`src/rtl/hazard_ctrl.sv`:
```
// Pipeline hazard controller: load-use bubbles, branch/jump squash and fin freeze.
// Drives the ID/EX NOP-mux select, PC write enable and IF/ID write/flush enables.
module hazard_ctrl #(
  parameter int unsigned LOAD_STALL   = 1,
  parameter int unsigned BRANCH_FLUSH = 1,
  parameter int unsigned CNT_W        = 16
) (
  input  logic             clk,
  input  logic             rst,
  input  logic             idex_memrd,
  input  logic [4:0]       idex_rt,
  input  logic [4:0]       ifid_rs,
  input  logic [4:0]       ifid_rt,
  input  logic             ifid_uses_rt,
  input  logic             redirect,
  input  logic             idex_fin,
  output logic             ctrlsig,
  output logic             pcwrite,
  output logic             ifidwrite,
  output logic             ifidflush,
  output logic             exflush,
  output logic             halted,
  output logic [CNT_W-1:0] bubble_cnt
);

  localparam int unsigned CW = 3;
  localparam logic [CW-1:0] LS_RELOAD = CW'(LOAD_STALL - 1);
  localparam logic [CW-1:0] BF_RELOAD = CW'(BRANCH_FLUSH - 1);

  typedef enum logic [1:0] {RUN, STALL, FLUSH, HALT} state_t;

  state_t        state, state_n;
  logic [CW-1:0] cnt, cnt_n;
  logic          hz;
  logic          take_redirect;

  // Register 0 is hardwired, so a load targeting it never creates a hazard.
  always_comb begin
    hz = idex_memrd && (idex_rt != 5'd0) &&
         ((idex_rt == ifid_rs) || (ifid_uses_rt && (idex_rt == ifid_rt)));
  end

  assign take_redirect = redirect && (state != HALT);

  always_ff @(posedge clk or posedge rst) begin
    if (rst) begin
      state <= RUN;
      cnt   <= '0;
    end else begin
      state <= state_n;
      cnt   <= cnt_n;
    end
  end

  always_comb begin
    state_n   = state;
    cnt_n     = cnt;
    ctrlsig   = 1'b0;
    pcwrite   = 1'b1;
    ifidwrite = 1'b1;
    ifidflush = 1'b0;
    exflush   = 1'b0;
    halted    = 1'b0;

    if (rst) begin
      ctrlsig   = 1'b1;
      pcwrite   = 1'b0;
      ifidwrite = 1'b0;
      ifidflush = 1'b1;
      exflush   = 1'b1;
    end else if (take_redirect) begin
      // Wrong-path work in IF, ID and EX is killed; fetch resumes at the target.
      ctrlsig   = 1'b1;
      ifidflush = 1'b1;
      exflush   = 1'b1;
      if (BRANCH_FLUSH > 1) begin
        state_n = FLUSH;
        cnt_n   = BF_RELOAD;
      end else begin
        state_n = RUN;
        cnt_n   = '0;
      end
    end else begin
      case (state)
        RUN: begin
          if (idex_fin) begin
            ctrlsig   = 1'b1;
            pcwrite   = 1'b0;
            ifidwrite = 1'b0;
            state_n   = HALT;
          end else if (hz) begin
            ctrlsig   = 1'b1;
            pcwrite   = 1'b0;
            ifidwrite = 1'b0;
            if (LOAD_STALL > 1) begin
              state_n = STALL;
              cnt_n   = LS_RELOAD;
            end
          end
        end
        STALL: begin
          ctrlsig   = 1'b1;
          pcwrite   = 1'b0;
          ifidwrite = 1'b0;
          cnt_n     = cnt - CW'(1);
          if (cnt == CW'(1)) state_n = RUN;
        end
        FLUSH: begin
          ctrlsig   = 1'b1;
          ifidflush = 1'b1;
          cnt_n     = cnt - CW'(1);
          if (cnt == CW'(1)) state_n = RUN;
        end
        HALT: begin
          ctrlsig   = 1'b1;
          pcwrite   = 1'b0;
          ifidwrite = 1'b0;
          halted    = 1'b1;
        end
        default: state_n = RUN;
      endcase
    end
  end

  // Saturating count of bubble cycles; frozen once halted.
  always_ff @(posedge clk or posedge rst) begin
    if (rst) begin
      bubble_cnt <= '0;
    end else if (ctrlsig && (state != HALT) && (bubble_cnt != {CNT_W{1'b1}})) begin
      bubble_cnt <= bubble_cnt + CNT_W'(1);
    end
  end

endmodule

```
`config.mk`:
```
export PLATFORM = sky130hd
export DESIGN_NAME = hazard_ctrl
export DESIGN_NICKNAME = d
export VERILOG_FILES = /design/src/rtl/hazard_ctrl.sv
export SDC_FILE = /design/constraint.sdc
export NUM_CORES = 1
export LEC_CHECK = 0
export ABC_AREA = 1
export CORE_MARGIN = 5
export CORE_UTILIZATION = 25
export DETAILED_ROUTE_END_ITERATION = 12
export PLACE_DENSITY = 0.48
export SETUP_SLACK_MARGIN = 0.3
export SLEW_MARGIN = 10
export SYNTH_ARGS = -nofsm -noshare
export SYNTH_HDL_FRONTEND = slang
export SYNTH_SLANG_ARGS = --single-unit
export TNS_END_PERCENT = 20
```
`constraint.sdc`:
```
create_clock -name clk -period 1.9 [get_ports clk]
set_clock_uncertainty 0.1 [all_clocks]
set_input_delay 0.19 -clock clk [delete_from_list [all_inputs] [get_ports clk]]
set_output_delay 0.19 -clock clk [all_outputs]
set_load 0.005 [all_outputs]
```
# Word-level counts from Yosys, hierarchy flattened
# Index checks and enable logic that the tools add are counted.
[classes] addsub=2 eq_ne=10 muxes=24 bitwise_logic=1 n_reduce_logical=16
[op_table] cell="$add A16 B1 Y16 const B" count=1
[op_table] cell="$mux W1" count=16
[op_table] cell="$ne A16 B16 Y1 const B" count=1
[op_table] cell="$eq A5 B5 Y1" count=2
[op_table] cell="$logic_and A1 B1 Y1" count=6
[op_table] cell="$mux W2" count=3
[op_table] cell="$mux W3" count=2
[op_table] cell="$reduce_bool A5 Y1" count=1
[op_table] cell="$eq A2 B2 Y1 const B" count=2
[op_table] cell="$pmux W1 S2" count=2
[op_table] cell="$pmux W2 S2" count=1
[op_table] cell="$reduce_and A4 Y1" count=1
[op_table] cell="$reduce_or A2 Y1" count=2
[op_table] cell="$eq A3 B1 Y1 const B" count=1
[op_table] cell="$ne A3 B1 Y1 const B" count=1
[op_table] cell="$ne A3 B3 Y1 const B" count=1
[op_table] cell="$reduce_bool A3 Y1" count=1
[op_table] cell="$reduce_or A3 Y1" count=1
[op_table] cell="$sub A3 B1 Y3 const B" count=1
[op_table] cell="$eq A2 B1 Y1 const B" count=1
[op_table] cell="$logic_not A2 Y1" count=1
[op_table] cell="$ne A2 B2 Y1 const B" count=1
[op_table] cell="$reduce_and A2 Y1" count=1
[op_table] cell="$reduce_bool A2 Y1" count=1
[op_table] cell="other kinds (2)" count=2
[totals] ff_bits=21 input_bits=21 out_inout_bits=22

# Depth between registers and ports, before layout
[depth] ltp_word=11 ltp_mapped=12 mapped_depth_nobuf=11

# Worst setup path after synthesis
# Ideal clock, no wire load.
[synth_path] kind="register to register" from="register bubble_cnt[0]" to="register bubble_cnt[2]" arrival_ns=1.535 required_ns=1.683 path_slack_ns=0.148 path_stages_with_launch=10 n_path_buf=1 synth_period_minus_slack_ns=1.752 path_cell_list="dfrtp_1 > ha_1 > nand2_2 > nor3_4 > nand3_2 > nor3_2 > nor2_2 > buf_2 > nand3_1 > nand2_1"
[synth_between] elab_chain_cells=2 word_cells_on_any_way=3 classes_between="add/sub (1); eq/ne (1); reduce/logical (1)"
[synth_lines] item="start: declaration" line="23" text="output logic [CNT_W-1:0] bubble_cnt"
[synth_lines] item="start signal: assignment" line="130" text="bubble_cnt <= bubble_cnt + CNT_W'(1);"
[synth_lines] item="parallel branches: the longest is 2 deep, another holds $add A16 B1 Y16"
# Several ways; the timed one is not identified.
# A chain may end at the register's enable or synchronous reset.

# Worst setup path in the final report
[layout_path] from="register state[0]" to="output halted"
[layout_between] elab_chain_cells=4 word_cells_on_any_way=6 classes_between="eq/ne (2); mux (3); reduce/logical (1)"
[layout_lines] item="start: declaration" line="32" text="state_t state, state_n;"
[layout_lines] item="start signal: assignment" line="50" text="state <= state_n;"
[layout_lines] item="$eq A2 B2 Y1 / $ne A2 B2 Y1 (equally long branches)" line="84, 43"
[layout_lines] item="$mux W1 / $logic_and A1 B1 Y1 (equally long branches)" line="84, 43"
[layout_lines] item="$mux W1 *" line="71" text="end else if (take_redirect) begin"
[layout_lines] item="$mux W1 *" line="65" text="if (rst) begin"
[layout_lines] item="end: declaration" line="22" text="output logic halted,"
# Every way passes the cells marked *; elsewhere a longest branch is shown, timed or not.

==> metrics <==
status=completed; CTS H-tree depth=1; R2R Path Start=bubble_cnt[0]; Max Freq=592 MHz; Hold Vio Cnt, Final=0; top_reg_cell synth=dfrtp_1; CP Capture Type=output port; post-DR vias/cell=4.15; Worst R2R Setup Slack=around 0.27 ns; Worst EP required=1.61 ns; Final setup viols=0; FFs w/ async S/R, synth=1.00; Slew Limit Headroom=0.761; count leader, synth=nand2_1; antenna-violating nets left=0; Ant. Diodes=0; DRT iter0 DRCs=63; slowest CP cell=clkdlybuf4s50_1; standard-cell row count=26; drt first pass iters=4; Nets=284; first-pass GRT wire length=5.99 mm; sequence of cells on the critical path=buf_6, inv_1, nor2_1, clkdlybuf4s50_1; Clk pin slew, worst setup/hold paths=0.07 ns; TritonCTS clock tree=built; cts hold-fix bufs=0; Core Area=between 5000 and 6000 sq um; clk buf depth=2; synth top area cells=dfrtp_1 33%, nand2_1 22%, nand3_1 10%, inv_1 7.2%, nor2_1 6.0%; share of cells above drive strength 1=0.192; # port buffers=42; Ports=43; Yosys reg bits=17; Reg2Reg Depth=9; worst slew pin tran=0.355 ns; Die H=approximately 82 um; Netlist cell types=21; Seq/Total Area, Yosys=0.326; placed cells=323; unrepaired setup endpoints after global routing=true; Root Driver=clkbuf_8; clk_lat worst skew=0.26 ns; Commonest cells post-synth=77 x nand2_1, 27 x nand3_1, 25 x inv_1; Avg Cell Area, Syn=6.49 sq um; Max Slew Vio Count=0; LEAKAGE=1.04 nW; RR Endpoint=bubble_cnt[1]; Total Wirelength=3.58 mm; VDD IR max=0.154 mV; CP max FO=3; period utilisation layout=0.889; Final HPWL DP=between 2 and 3 mm; vias in the first global route=roughly 1300; Post-Synthesis Cells=201; Non-Filler Instances=331; CTS sink cnt=17; top-area cell type share of the netlist area=0.326; leading area contributor after synthesis=dfrtp_1; TritonCTS Buffers=3; yosys warns=0; largest net degree at the start of global routing=19; WP buf/inv=3; Startpoint Class=flop; Tmin final=roughly 1.7 ns; gpl congestion=0.773; P&R area growth vs syn=55.4%; DRC Markers=0; Power, Total=roughly 740 uW; CP arrival=1.40 ns; max_cap viols=0; family with the most delay on the worst path=buffers and inverters; crit-path max cell delay=0.51 ns; vias=1375; HP Class=primary input to async pin; Starting Density=0.257; initial antenna violation count=0; gr ovfl total=0; die area=6760 sq um; Core Util, Final=0.399; Avg WL per Cell=10.8 um; critical path type=flop to output port; Power Dens Cells=364 nW/um^2; Tot GR Track Use=0.114; Post-synth EDFFs=0; die width=roughly 80 um; area of the mapped netlist=1300 sq um; Syn Nets=between 200 and 250
power breakdown:
group,switching [mW],total (mW),internal [mW]
Clock,0.136,0.285,0.149
Combinational,0.0452,0.0908,0.0456
Sequential,0,0.362,0.362
cell type report:
type | instances | area (sq um)
Fill cell | 576 | 3050
Multi-Input combinational cell | 154 | 832
Timing Repair Buffer | 61 | 539
Sequential cell | 17 | 428
Inverter | 25 | 93.8
Tap cell | 70 | 87.6
Clock buffer | 4 | 45.0
per-stage QoR:
stage	hold WS [ns]	cell area [sq um]	setup TNS [ns]	worst slack, ns
after detailed placement	0.407	1910	-1.89	-0.309
final	0.269	2030	0	0.211
after floorplan	0.0330	1320	0	0.219
after CTS	0.279	1950	0	0.0903
after global placement	0.395	1910	-1.80	-0.298
after global routing	0.355	2030	0	0.128
worst max-delay path by stage:
stage	start	to	cells past startpoint
2_1_floorplan	bubble_cnt[0]	bubble_cnt[13]	10
3_3_place_gp	idex_rt[0]	ifidwrite	11
3_5_place_dp	idex_rt[0]	ifidwrite	9
4_1_cts	redirect	exflush	7
5_1_grt	state[0]	halted	4
6_report	state[0]	halted	4
logic make-up after synthesis:
logic type,Yosys count,share of synthesized area
fa+ha+maj,1,0.00960
compound gates,2,0.00767
xor+xnor,15,0.101
buf+inv,30,0.0998
simple gates,136,0.456
flops,17,0.326
layout by cell type, fill, tap and decap left out, types with 6 or more instances in the layout:
cell type | Yosys | final
inv_1 | 25 | 22
clkdlybuf4s50_1 | 0 | 21
xnor2_1 | 7 | 6
nand2_1 | 77 | 74
dlygate4sd2_1 | 0 | 12
nor2_1 | 21 | 19
nand3_1 | 27 | 25
xor2_1 | 8 | 8
dfrtp_1 | 17 | 15
buf_4 | 2 | 17
timing repair:
item / 4_1_cts / 5_1_grt
pin swaps: 10 / 8
resized for setup: 34 / 24
setup buffers: 1 / 3
endpoints found under the setup margin: 22 / 24
cloned: 0 / 0
sequential cells by signal, summed over array words and instances, names as in the netlist:
name / count
bubble_cnt: 16
state: 1
worst reg2reg max path: stages, from the launching register on:
cell and delay [ns]:
dfrtp_1 0.40, ha_4 0.17, nand2_2 0.07, nor3_4 0.15
nand3_2 0.11, nor3_4 0.16, nor2_4 0.08, buf_4 0.16
nand3_1 0.08, nand2_1 0.05
routing by layer:
| layer | up-vias | wire length (um) | track usage |
|---|---|---|---|
| met2 | 30 | 1620 | 0.181 |
| met3 | 5 | 179 | 0.0195 |
| met1 | 603 | 1710 | 0.153 |
| met5 | - | 0 | 0 |
| met4 | 0 | 62 | 0.0449 |
| li1 | 737 | - | - |
Note: power is estimated with default switching activity, not from simulation.
